$ cat config.mk
export PLATFORM = sky130hd
export DESIGN_NAME = mem_arbiter
export DESIGN_NICKNAME = d
export VERILOG_FILES = /design/src/rtl/mem_arbiter.sv
export SDC_FILE = /design/constraint.sdc
export NUM_CORES = 1
export LEC_CHECK = 0
export CORE_AREA = 10 10 97 117
export CTS_CLUSTER_DIAMETER = 60
export DETAILED_ROUTE_END_ITERATION = 7
export DIE_AREA = 0 0 107 127
export PLACE_DENSITY = 0.78
export RECOVER_POWER = 100
export SLEW_MARGIN = 25
export SYNTH_ARGS = -nofsm -noshare
export SYNTH_HDL_FRONTEND = slang
export SYNTH_SLANG_ARGS = --single-unit
$ cat constraint.sdc
create_clock -name clk -period 1.6 [get_ports clk]
set_input_delay 0.16 -clock clk [delete_from_list [all_inputs] [get_ports clk]]
set_output_delay 0.16 -clock clk [all_outputs]
set_load 0.005 [all_outputs]
$ cat src/rtl/mem_arbiter.sv
// Round-robin arbiter sharing one single-ported memory bus between the fetch and data ports,
// with a watchdog that aborts a grant whose mem_wait never drops.
module mem_arbiter #(
  parameter int unsigned TIMEOUT_CYCLES = 1023
) (
  input  logic        clk,
  input  logic        reset_n,
  input  logic [31:0] imem_address,
  input  logic        imem_enable,
  output logic [31:0] imem_data,
  output logic        imem_wait,
  input  logic [31:0] dmem_address,
  input  logic        dmem_enable,
  input  logic [31:0] dmem_write_data,
  input  logic        dmem_write_enable,
  input  logic [2:0]  dmem_write_mode,
  input  logic        dmem_read_enable,
  input  logic [2:0]  dmem_read_mode,
  output logic [31:0] dmem_read_data,
  output logic        dmem_wait,
  output logic [31:0] mem_address,
  output logic        mem_enable,
  output logic [31:0] mem_write_data,
  output logic        mem_write_enable,
  output logic [2:0]  mem_write_mode,
  output logic        mem_read_enable,
  output logic [2:0]  mem_read_mode,
  input  logic [31:0] mem_read_data,
  input  logic        mem_wait,
  output logic        bus_error
);

  localparam int unsigned CNT_W = (TIMEOUT_CYCLES < 1) ? 1 : $clog2(TIMEOUT_CYCLES + 1);

  typedef enum logic [1:0] {IDLE, GRANT_I, GRANT_D} state_e;

  state_e           state_q, state_d;
  logic             last_q, last_d;      // 0 = fetch served last, 1 = data served last
  logic [CNT_W-1:0] cnt_q, cnt_d;
  logic             bus_error_q, bus_error_d;
  logic             timeout;

  always_ff @(posedge clk or negedge reset_n) begin
    if (!reset_n) begin
      state_q     <= IDLE;
      last_q      <= 1'b0;
      cnt_q       <= '0;
      bus_error_q <= 1'b0;
    end else begin
      state_q     <= state_d;
      last_q      <= last_d;
      cnt_q       <= cnt_d;
      bus_error_q <= bus_error_d;
    end
  end

  assign timeout   = (state_q != IDLE) && (cnt_q == CNT_W'(TIMEOUT_CYCLES));
  assign bus_error = bus_error_q;

  // Arbitration, downstream mux and watchdog abort.
  always_comb begin
    state_d          = state_q;
    last_d           = last_q;
    cnt_d            = cnt_q;
    bus_error_d      = bus_error_q;
    imem_wait        = imem_enable;
    dmem_wait        = dmem_enable;
    imem_data        = 32'h0;
    dmem_read_data   = 32'h0;
    mem_address      = 32'h0;
    mem_enable       = 1'b0;
    mem_write_data   = 32'h0;
    mem_write_enable = 1'b0;
    mem_write_mode   = 3'h0;
    mem_read_enable  = 1'b0;
    mem_read_mode    = 3'h0;

    case (state_q)
      IDLE: begin
        cnt_d = '0;
        if (imem_enable && dmem_enable) begin
          state_d = last_q ? GRANT_I : GRANT_D;
        end else if (imem_enable) begin
          state_d = GRANT_I;
        end else if (dmem_enable) begin
          state_d = GRANT_D;
        end
      end

      GRANT_I: begin
        if (timeout) begin
          imem_wait   = 1'b0;
          bus_error_d = 1'b1;
          cnt_d       = '0;
          state_d     = IDLE;
        end else begin
          mem_address     = imem_address;
          mem_enable      = imem_enable;
          mem_read_enable = imem_enable;
          imem_wait       = mem_wait;
          imem_data       = mem_read_data;
          if (!mem_wait) begin
            last_d  = 1'b0;
            cnt_d   = '0;
            state_d = dmem_enable ? GRANT_D : IDLE;
          end else begin
            cnt_d = cnt_q + CNT_W'(1);
          end
        end
      end

      GRANT_D: begin
        if (timeout) begin
          dmem_wait   = 1'b0;
          bus_error_d = 1'b1;
          cnt_d       = '0;
          state_d     = IDLE;
        end else begin
          mem_address      = dmem_address;
          mem_enable       = dmem_enable;
          mem_write_data   = dmem_write_data;
          mem_write_enable = dmem_write_enable;
          mem_write_mode   = dmem_write_mode;
          mem_read_enable  = dmem_read_enable;
          mem_read_mode    = dmem_read_mode;
          dmem_wait        = mem_wait;
          dmem_read_data   = mem_read_data;
          if (!mem_wait) begin
            last_d  = 1'b1;
            cnt_d   = '0;
            state_d = imem_enable ? GRANT_I : IDLE;
          end else begin
            cnt_d = cnt_q + CNT_W'(1);
          end
        end
      end

      default: state_d = IDLE;
    endcase
  end

endmodule
==> run_results.csv, run 1 <==
group,metric,value,unit
floorplanning,core_area,9170,um^2
job,maxCapViolations,0,
yosys,synth_edf_count,0,
floorplanning,dieWidth,107,um
timing,hold_viol_final,0,
outcome,violations,"setup timing",
worst_setup_path,rrSetupSlack,-0.46,ns
yosys,ys.flop_type,"dfrtp_1",
layout,fill_cells,845,
worst_setup_path,crit_arrival,2.17,ns
outcome,status,"complete, but fails checks",
routing,wl_per_cell,21.3,um
place,place_ws,-0.768,ns
yosys,synth_cell_types,36,
worst_setup_path,cp-end-kind,"output pin",
worst_setup_path,cp-start-kind,"register",
layout,regArea,350,um^2
global_routing,grt_max_degree,44,
worst_setup_path,timing.rr.end,"cnt_q[4]",
yosys,postSynthAreaPerCell,6.95,um^2
timing,relSlewSlack,0.471,
yosys,syn_nets,439,
timing,min_period,2.33,ns
timing,worst_slew_pin_slew,0.793,ns
yosys,ys_seq_area_frac,0.172,
yosys,yosys_warnings,0,
global_routing,grt_pass1_wl,21000,um
timing,fmax,0.429,GHz
timing,finalCritPeriodShare,1.46,
worst_setup_path,critPathBufInv,4,
yosys,async_flop_share,1.00,
worst_setup_path,required,1.44,ns
timing,final_max_slew_viol_count,0,
hold_path,hold_path.class,"reg -> reg",
clock_network,clkTransAtPathRegs,0.05,ns
clock_network,cts_tree,"done",
timing,rsz0062_at_grt,"yes",
timing,setup_viol,151,
hold_path,min_to,"bus_error",
routing,dr.pass1.iters,4,
place,port_buffers,280,
floorplanning,die_y,127,um
place,gp_congestion,0.819,
power,powerDensity,1380,nW/um^2
clock_network,numCtsBuffers,3,
worst_setup_path,r2r_start,"state_q[1]",
timing,skew,0.00131,ns
worst_setup_path,path_cells,"inv_2 > ha_4 > nand3b_1 > or3_4 > buf_4 > clkbuf_16 > and3_1 > dlygate4sd2_1",
place,dpl.hpwl,12400,um
worst_setup_path,crit_type,"reg -> out",
layout,drive_gt1_frac,0.373,
worst_setup_path,reg2reg_depth,9,
worst_setup_path,path_delay_family,"simple AND/OR/NAND/NOR gates",
routing,ant_nets,0,
routing,avgViaCountPerCell,4.71,
routing,drc,0,
floorplanning,rows,39,
power,ir_worst_vdd,1.09,mV
timing,layout_setup_ws,-0.731,ns
yosys,syn-cell-area,2040,um^2
global_routing,grt_antenna_before_repair,7,
routing,initialDrtViolationCount,136,
clock_network,clk_root_buffer_cell,"clkbuf_16",
worst_setup_path,slowest_delay,0.38,ns
power,power.leakage,0.00313,uW
floorplanning,dieArea,13600,um^2
global_routing,grt_pass1_vias,3362,
routing,totalWireLength,15800,um
floorplanning,io_pins,281,
worst_setup_path,cp_slowest_cell,"or3_4",
hold_path,hold_path.startpoint,"bus_error",
routing,dr_total_vias,3502,
yosys,synth_seq_cells,14,
layout,fin_util,0.614,
global_routing,grt_overflow,0,
layout,multi_input_area,1750,um^2
clock_network,clkLatencyLatePin,0.25,ns
clock_network,htreeDepth,1,
global_routing,grtUsageTotal,0.198,
yosys,synth_cells,293,
clock_network,holdBufCountCts,0,
layout,nets,764,
hold_path,whs_path_depth,1,
worst_setup_path,critPathMaxFanout,18,
clock_network,cts.path.max_buffers,2,
layout,syn_to_final_growth,177,%
floorplanning,start_util,0.222,
clock_network,cts.sinks,14,
-- where the power goes --
group | total [uW] | switching, uW | internal [uW]
clock | 534 | 154 | 380
sequential | 445 | 33.2 | 412
combinational | 6780 | 3030 | 3750
total | 7760 | 3220 | 4540
-- synthesized netlist by cell type, types with 2 or more instances --
master,n,area (um^2)
xor2_1,3,26.3
and2_1,32,200
o21bai_1,2,15.0
ha_1,5,62.6
nand4_1,2,12.5
a21oi_1,2,10.0
a2bb2oi_1,2,17.5
xnor2_1,4,35.0
buf_6,4,45.0
nor2b_1,3,18.8
and3_1,72,450
nor2_1,43,161
nand2_1,13,48.8
nand2b_1,2,12.5
a22oi_1,32,240
dfrtp_1,14,350
clkbuf_1,26,97.6
nor3_1,2,10.0
o21ai_0,7,35.0
inv_1,5,18.8
nand3_1,3,15.0
-- worst max-delay path by stage --
stage | start | endpoint | slack (ns) | depth (start not counted)
after CTS | state_q[1] | dmem_read_data[23] | -0.80 | 7
after global placement | state_q[0] | mem_address[30] | -0.73 | 8
after global routing | state_q[1] | mem_write_data[18] | -0.78 | 8
after floorplan | state_q[0] | mem_address[0] | -0.17 | 9
final | state_q[1] | mem_write_data[18] | -0.73 | 8
after detailed placement | state_q[1] | mem_address[30] | -0.77 | 8
-- final cells by class --
type,count,area share
Timing Repair Buffer,350,0.578
Multi-Input combinational cell,244,0.311
Sequential cell,14,0.0622
Tap cell,123,0.0273
Clock buffer,4,0.0158
Inverter,5,0.00333
Antenna cell,4,0.00178
-- flip-flops by register name, summed over array words and instances, names as in the netlist --
name       count
cnt_q         10
state_q        2
bus_error      1
last_q         1
-- routing by layer --
metal / GRT usage / part of all wire / up-vias
li1: - / - / 1703
met3: 0.100 / 0.093 / 22
met5: 0 / 0.0029 / -
met4: 0.0319 / 0.015 / 6
met1: 0.195 / 0.35 / 1630
met2: 0.364 / 0.54 / 141
-- worst register-to-register path, delay by kind of cell, from the launching register on --
kind	cells	cell delay, ns
adders and majority gates	1	0.16
DFF	1	0.36
AOI/OAI and AO/OA	1	0.25
buffers and inverters	4	0.54
and+or+nand+nor	3	0.63
-- kinds of logic (layout without fill, tap and decap cells) --
logic type	after synthesis	after routing	synth area share
and+or+nand+nor	180	182	0.498
AOI/OAI and AO/OA	50	50	0.184
buffers and inverters	37	359	0.0848
DFF	14	14	0.172
xor gates and xnor gates	7	7	0.0301
adders and majority gates	5	5	0.0307
other	0	4	0
-- stage by stage --
| stage | cells | setup TNS (ns) | hold slack [ns] | power (uW) | cell area (um^2) |
|---|---|---|---|---|---|
| global route | 741 | -87.58 | 0.485 | 8250 | 5630 |
| finish | 744 | -77.75 | 0.469 | 7760 | 5630 |
| CTS | 705 | -96.36 | 0.242 | 6690 | 5210 |
| global placement | 698 | -88.57 | 0.462 | 6070 | 5180 |
| detailed placement | 698 | -94.63 | 0.464 | 6190 | 5180 |
| floorplan | 293 | -14.83 | -0.136 | 2770 | 2040 |
-- cell usage in the layout, fill, tap and decap left out, types with 3 or more instances in the layout --
cell             synthesis  routed
a22oi_1                 32      32
and2_1                  32      28
and2_4                   0       4
and3_1                  72      56
and3_4                   0      16
buf_12                   0      10
buf_2                    0      28
buf_4                    1      41
buf_6                    4      33
clkbuf_16                0       6
clkbuf_2                 0      53
clkdlybuf4s15_2          0      11
clkdlybuf4s50_1          0     139
dfrtp_1                 14      14
diode_2                  0       4
dlymetal6s2s_1           0      28
ha_1                     5       3
inv_1                    5       3
nand2_1                 13      13
nand2_8                  1       3
nand3_1                  3       3
nor2_1                  43      30
nor2_2                   0       7
nor2_4                   0       6
nor2b_1                  3       3
o21ai_0                  7       6
xnor2_1                  4       4
xor2_1                   3       3
-- timing repair --
item                                    in CTS  in global routing
buffers inserted                             1                 31
resized for setup                          164                277
pin swaps                                    4                 24
cloned                                       2                  4
endpoints found under the setup margin     152                151
Power figures use the tool's default switching activity.
==> run 2: changes to the inputs <==
--- a/config.mk
+++ b/config.mk
@@ -5,10 +5,10 @@
 export SDC_FILE = /design/constraint.sdc
 export NUM_CORES = 1
 export LEC_CHECK = 0
-export CORE_AREA = 10 10 97 117
+export CORE_AREA = 10 10 117 98
 export CTS_CLUSTER_DIAMETER = 60
 export DETAILED_ROUTE_END_ITERATION = 7
-export DIE_AREA = 0 0 107 127
+export DIE_AREA = 0 0 127 108
 export PLACE_DENSITY = 0.78
 export RECOVER_POWER = 100
 export SLEW_MARGIN = 25
==> run_results.csv, run 2 (synthesized netlist as in run 1, its figures left out) <==
group,metric,value,unit
clock_network,cts.path.max_buffers,2,
global_routing,grt_antenna_before_repair,0,
clock_network,holdBufCountCts,0,
power,p_seq_frac,0.049,
place,gp_congestion,0.871,
outcome,status,"complete, but fails checks",
power,power_frac_clock,0.058,
timing,skew,0.00184,ns
floorplanning,start_util,0.219,
routing,totalWireLength,17000,um
floorplanning,dieWidth,127,um
worst_setup_path,cp-start-kind,"register",
worst_setup_path,path_cells,"inv_2 > ha_4 > nand3b_1 > or3_4 > buf_12 > buf_8 > nand2_8 > buf_6 > buf_6 > nor2_2 > buf_2",
layout,fill_cells,784,
worst_setup_path,crit_arrival,2.23,ns
power,pwr-share-comb,0.893,
layout,final_common_cell,"clkdlybuf4s50_1",
clock_network,htreeDepth,1,
routing,wl_per_cell,22.3,um
global_routing,grt_pass1_vias,3695,
layout,drive_gt1_frac,0.462,
timing,final_max_slew_viol_count,0,
power,p_sw_frac,0.411,
layout,mostFrequentLayoutCells,"clkdlybuf4s50_1, buf_6, and3_1",
routing,dr_total_vias,3747,
layout,largest_reg_flops,10,
timing,finalCritPeriodShare,1.49,
layout,regArea,350,um^2
routing,dr.pass1.iters,4,
clock_network,numCtsBuffers,3,
routing,dr_wl_met3,1790,um
worst_setup_path,cp-end-kind,"output pin",
layout,num_antenna_cells,0,
timing,min_period,2.39,ns
clock_network,cts.sinks,14,
worst_setup_path,rrSetupSlack,-0.41,ns
timing,rsz0062_at_grt,"yes",
routing,wl_met2,8720,um
layout,reg_top3,"cnt_q x10, state_q x2",
power,power.leakage,0.00295,uW
floorplanning,core_area,9290,um^2
global_routing,grtUsageTotal,0.203,
power,ir_worst_vdd,1.68,mV
timing,tns,-91.71,ns
routing,avgViaCountPerCell,4.93,
hold_path,hold_path.class,"reg -> reg",
place,dpl.hpwl,12200,um
timing,hold_viol_final,0,
clock_network,clk_root_buffer_cell,"clkbuf_16",
clock_network,clkTransAtPathRegs,0.05,ns
layout,multi_input_area,1890,um^2
clock_network,clkLatencyLatePin,0.25,ns
worst_setup_path,slowest_delay,0.48,ns
layout,syn_to_final_growth,194,%
place,port_buffers,280,
timing,worst_slew_pin_slew,0.818,ns
worst_setup_path,cp_common_cell,"buf_6",
layout,nets,788,
timing,layout_setup_ws,-0.790,ns
timing,relSlewSlack,0.455,
power,powerDensity,1530,nW/um^2
routing,initialDrtViolationCount,202,
power,internal_power,5390,uW
worst_setup_path,cp_slowest_cell,"or3_4",
power,p_sw,3760,uW
timing,fmax,0.418,GHz
timing,setup_viol,152,
floorplanning,io_pins,281,
worst_setup_path,required,1.44,ns
layout,fin_area,5990,um^2
global_routing,grt_overflow,0,
worst_setup_path,crit_type,"reg -> out",
routing,ant_nets,0,
routing,met1_length,6130,um
routing,top_layer,"met4",
floorplanning,rows,32,
job,maxCapViolations,0,
routing,drc,0,
outcome,violations,"setup timing",
place,place_area,5160,um^2
layout,regMostFlops,"cnt_q",
timing,hold_ws,0.479,ns
floorplanning,die_y,108,um
global_routing,grt_pass1_wl,22200,um
global_routing,grt_max_degree,52,
clock_network,cts_tree,"done",
floorplanning,dieArea,13700,um^2
worst_setup_path,critPathMaxFanout,7,
[run 2: changes by cell type in the layout (fill, tap and decap cells not counted), moves of 4 or more]
| cell | before | now |
|---|---|---|
| and2_1 | 28 | 6 |
| diode_2 | 4 | 0 |
| clkdlybuf4s15_2 | 11 | 0 |
| nor2_1 | 30 | 24 |
| buf_8 | 0 | 6 |
| clkdlybuf4s15_1 | 0 | 21 |
| dlymetal6s2s_1 | 28 | 1 |
| nor2_2 | 7 | 15 |
| and2_4 | 4 | 26 |
| buf_6 | 33 | 75 |
| buf_4 | 41 | 37 |
| o21ai_0 | 6 | 2 |
| clkbuf_2 | 53 | 40 |
| buf_2 | 28 | 36 |
[run 2: path summary, 6_finish.rpt]
check	start	end	depth (start not counted)
worst max register to register	state_q[0]	cnt_q[5]	8
worst min register to register	bus_error	bus_error	1
min in group asynchronous	reset_n	cnt_q[8]	2
worst max-delay path	state_q[0]	mem_address[8]	11
max in group asynchronous	reset_n	cnt_q[5]	2
worst min-delay path	bus_error	bus_error	1
[run 2: metrics by stage]
step	setup WS [ns]	std cells	total power, uW	util
floorplan	-0.169	293	2770	-
global placement	-0.713	696	5990	0.556
detailed placement	-0.765	696	6080	0.556
CTS	-0.813	729	7670	0.578
global route	-0.823	760	9630	0.645
finish	-0.790	760	9150	0.645
[run 2: critical path, delay by kind of cell (launching register included)]
family                     cells  cell delay (ns)
adders and majority gates      1             0.16
buffers and inverters          6             0.71
DFF                            1             0.38
and+or+nand+nor                4             0.72
[run 2: power groups by stage]
stage | clock, uW | sequential [uW] | combinational [uW]
global placement | 0 | 445 | 5540
floorplan | 0 | 453 | 2320
CTS | 536 | 446 | 6690
detailed placement | 0 | 450 | 5630
global route | 556 | 452 | 8630
finish | 527 | 450 | 8170
[run 2: timing repair]
action	CTS	global route
pin swaps	22	31
endpoints found under the setup margin	152	153
buffers inserted	24	34
gates resized for setup	332	306
cloned	5	5
[run 2: layout make-up]
type                    instances  share of cell area
flip-flops and latches         14              0.0585
repair buffers                371               0.583
multi-input cells             247               0.315
clock buffers                   4              0.0148
inverters                       5             0.00313
well taps                     119              0.0249
[run 2: per-layer routing]
| metal | vias to the layer above | global-route usage |
|---|---|---|
| met4 | 0 | 0.0633 |
| li1 | 1743 | - |
| met5 | - | 0 |
| met2 | 203 | 0.365 |
| met3 | 24 | 0.0934 |
| met1 | 1777 | 0.207 |
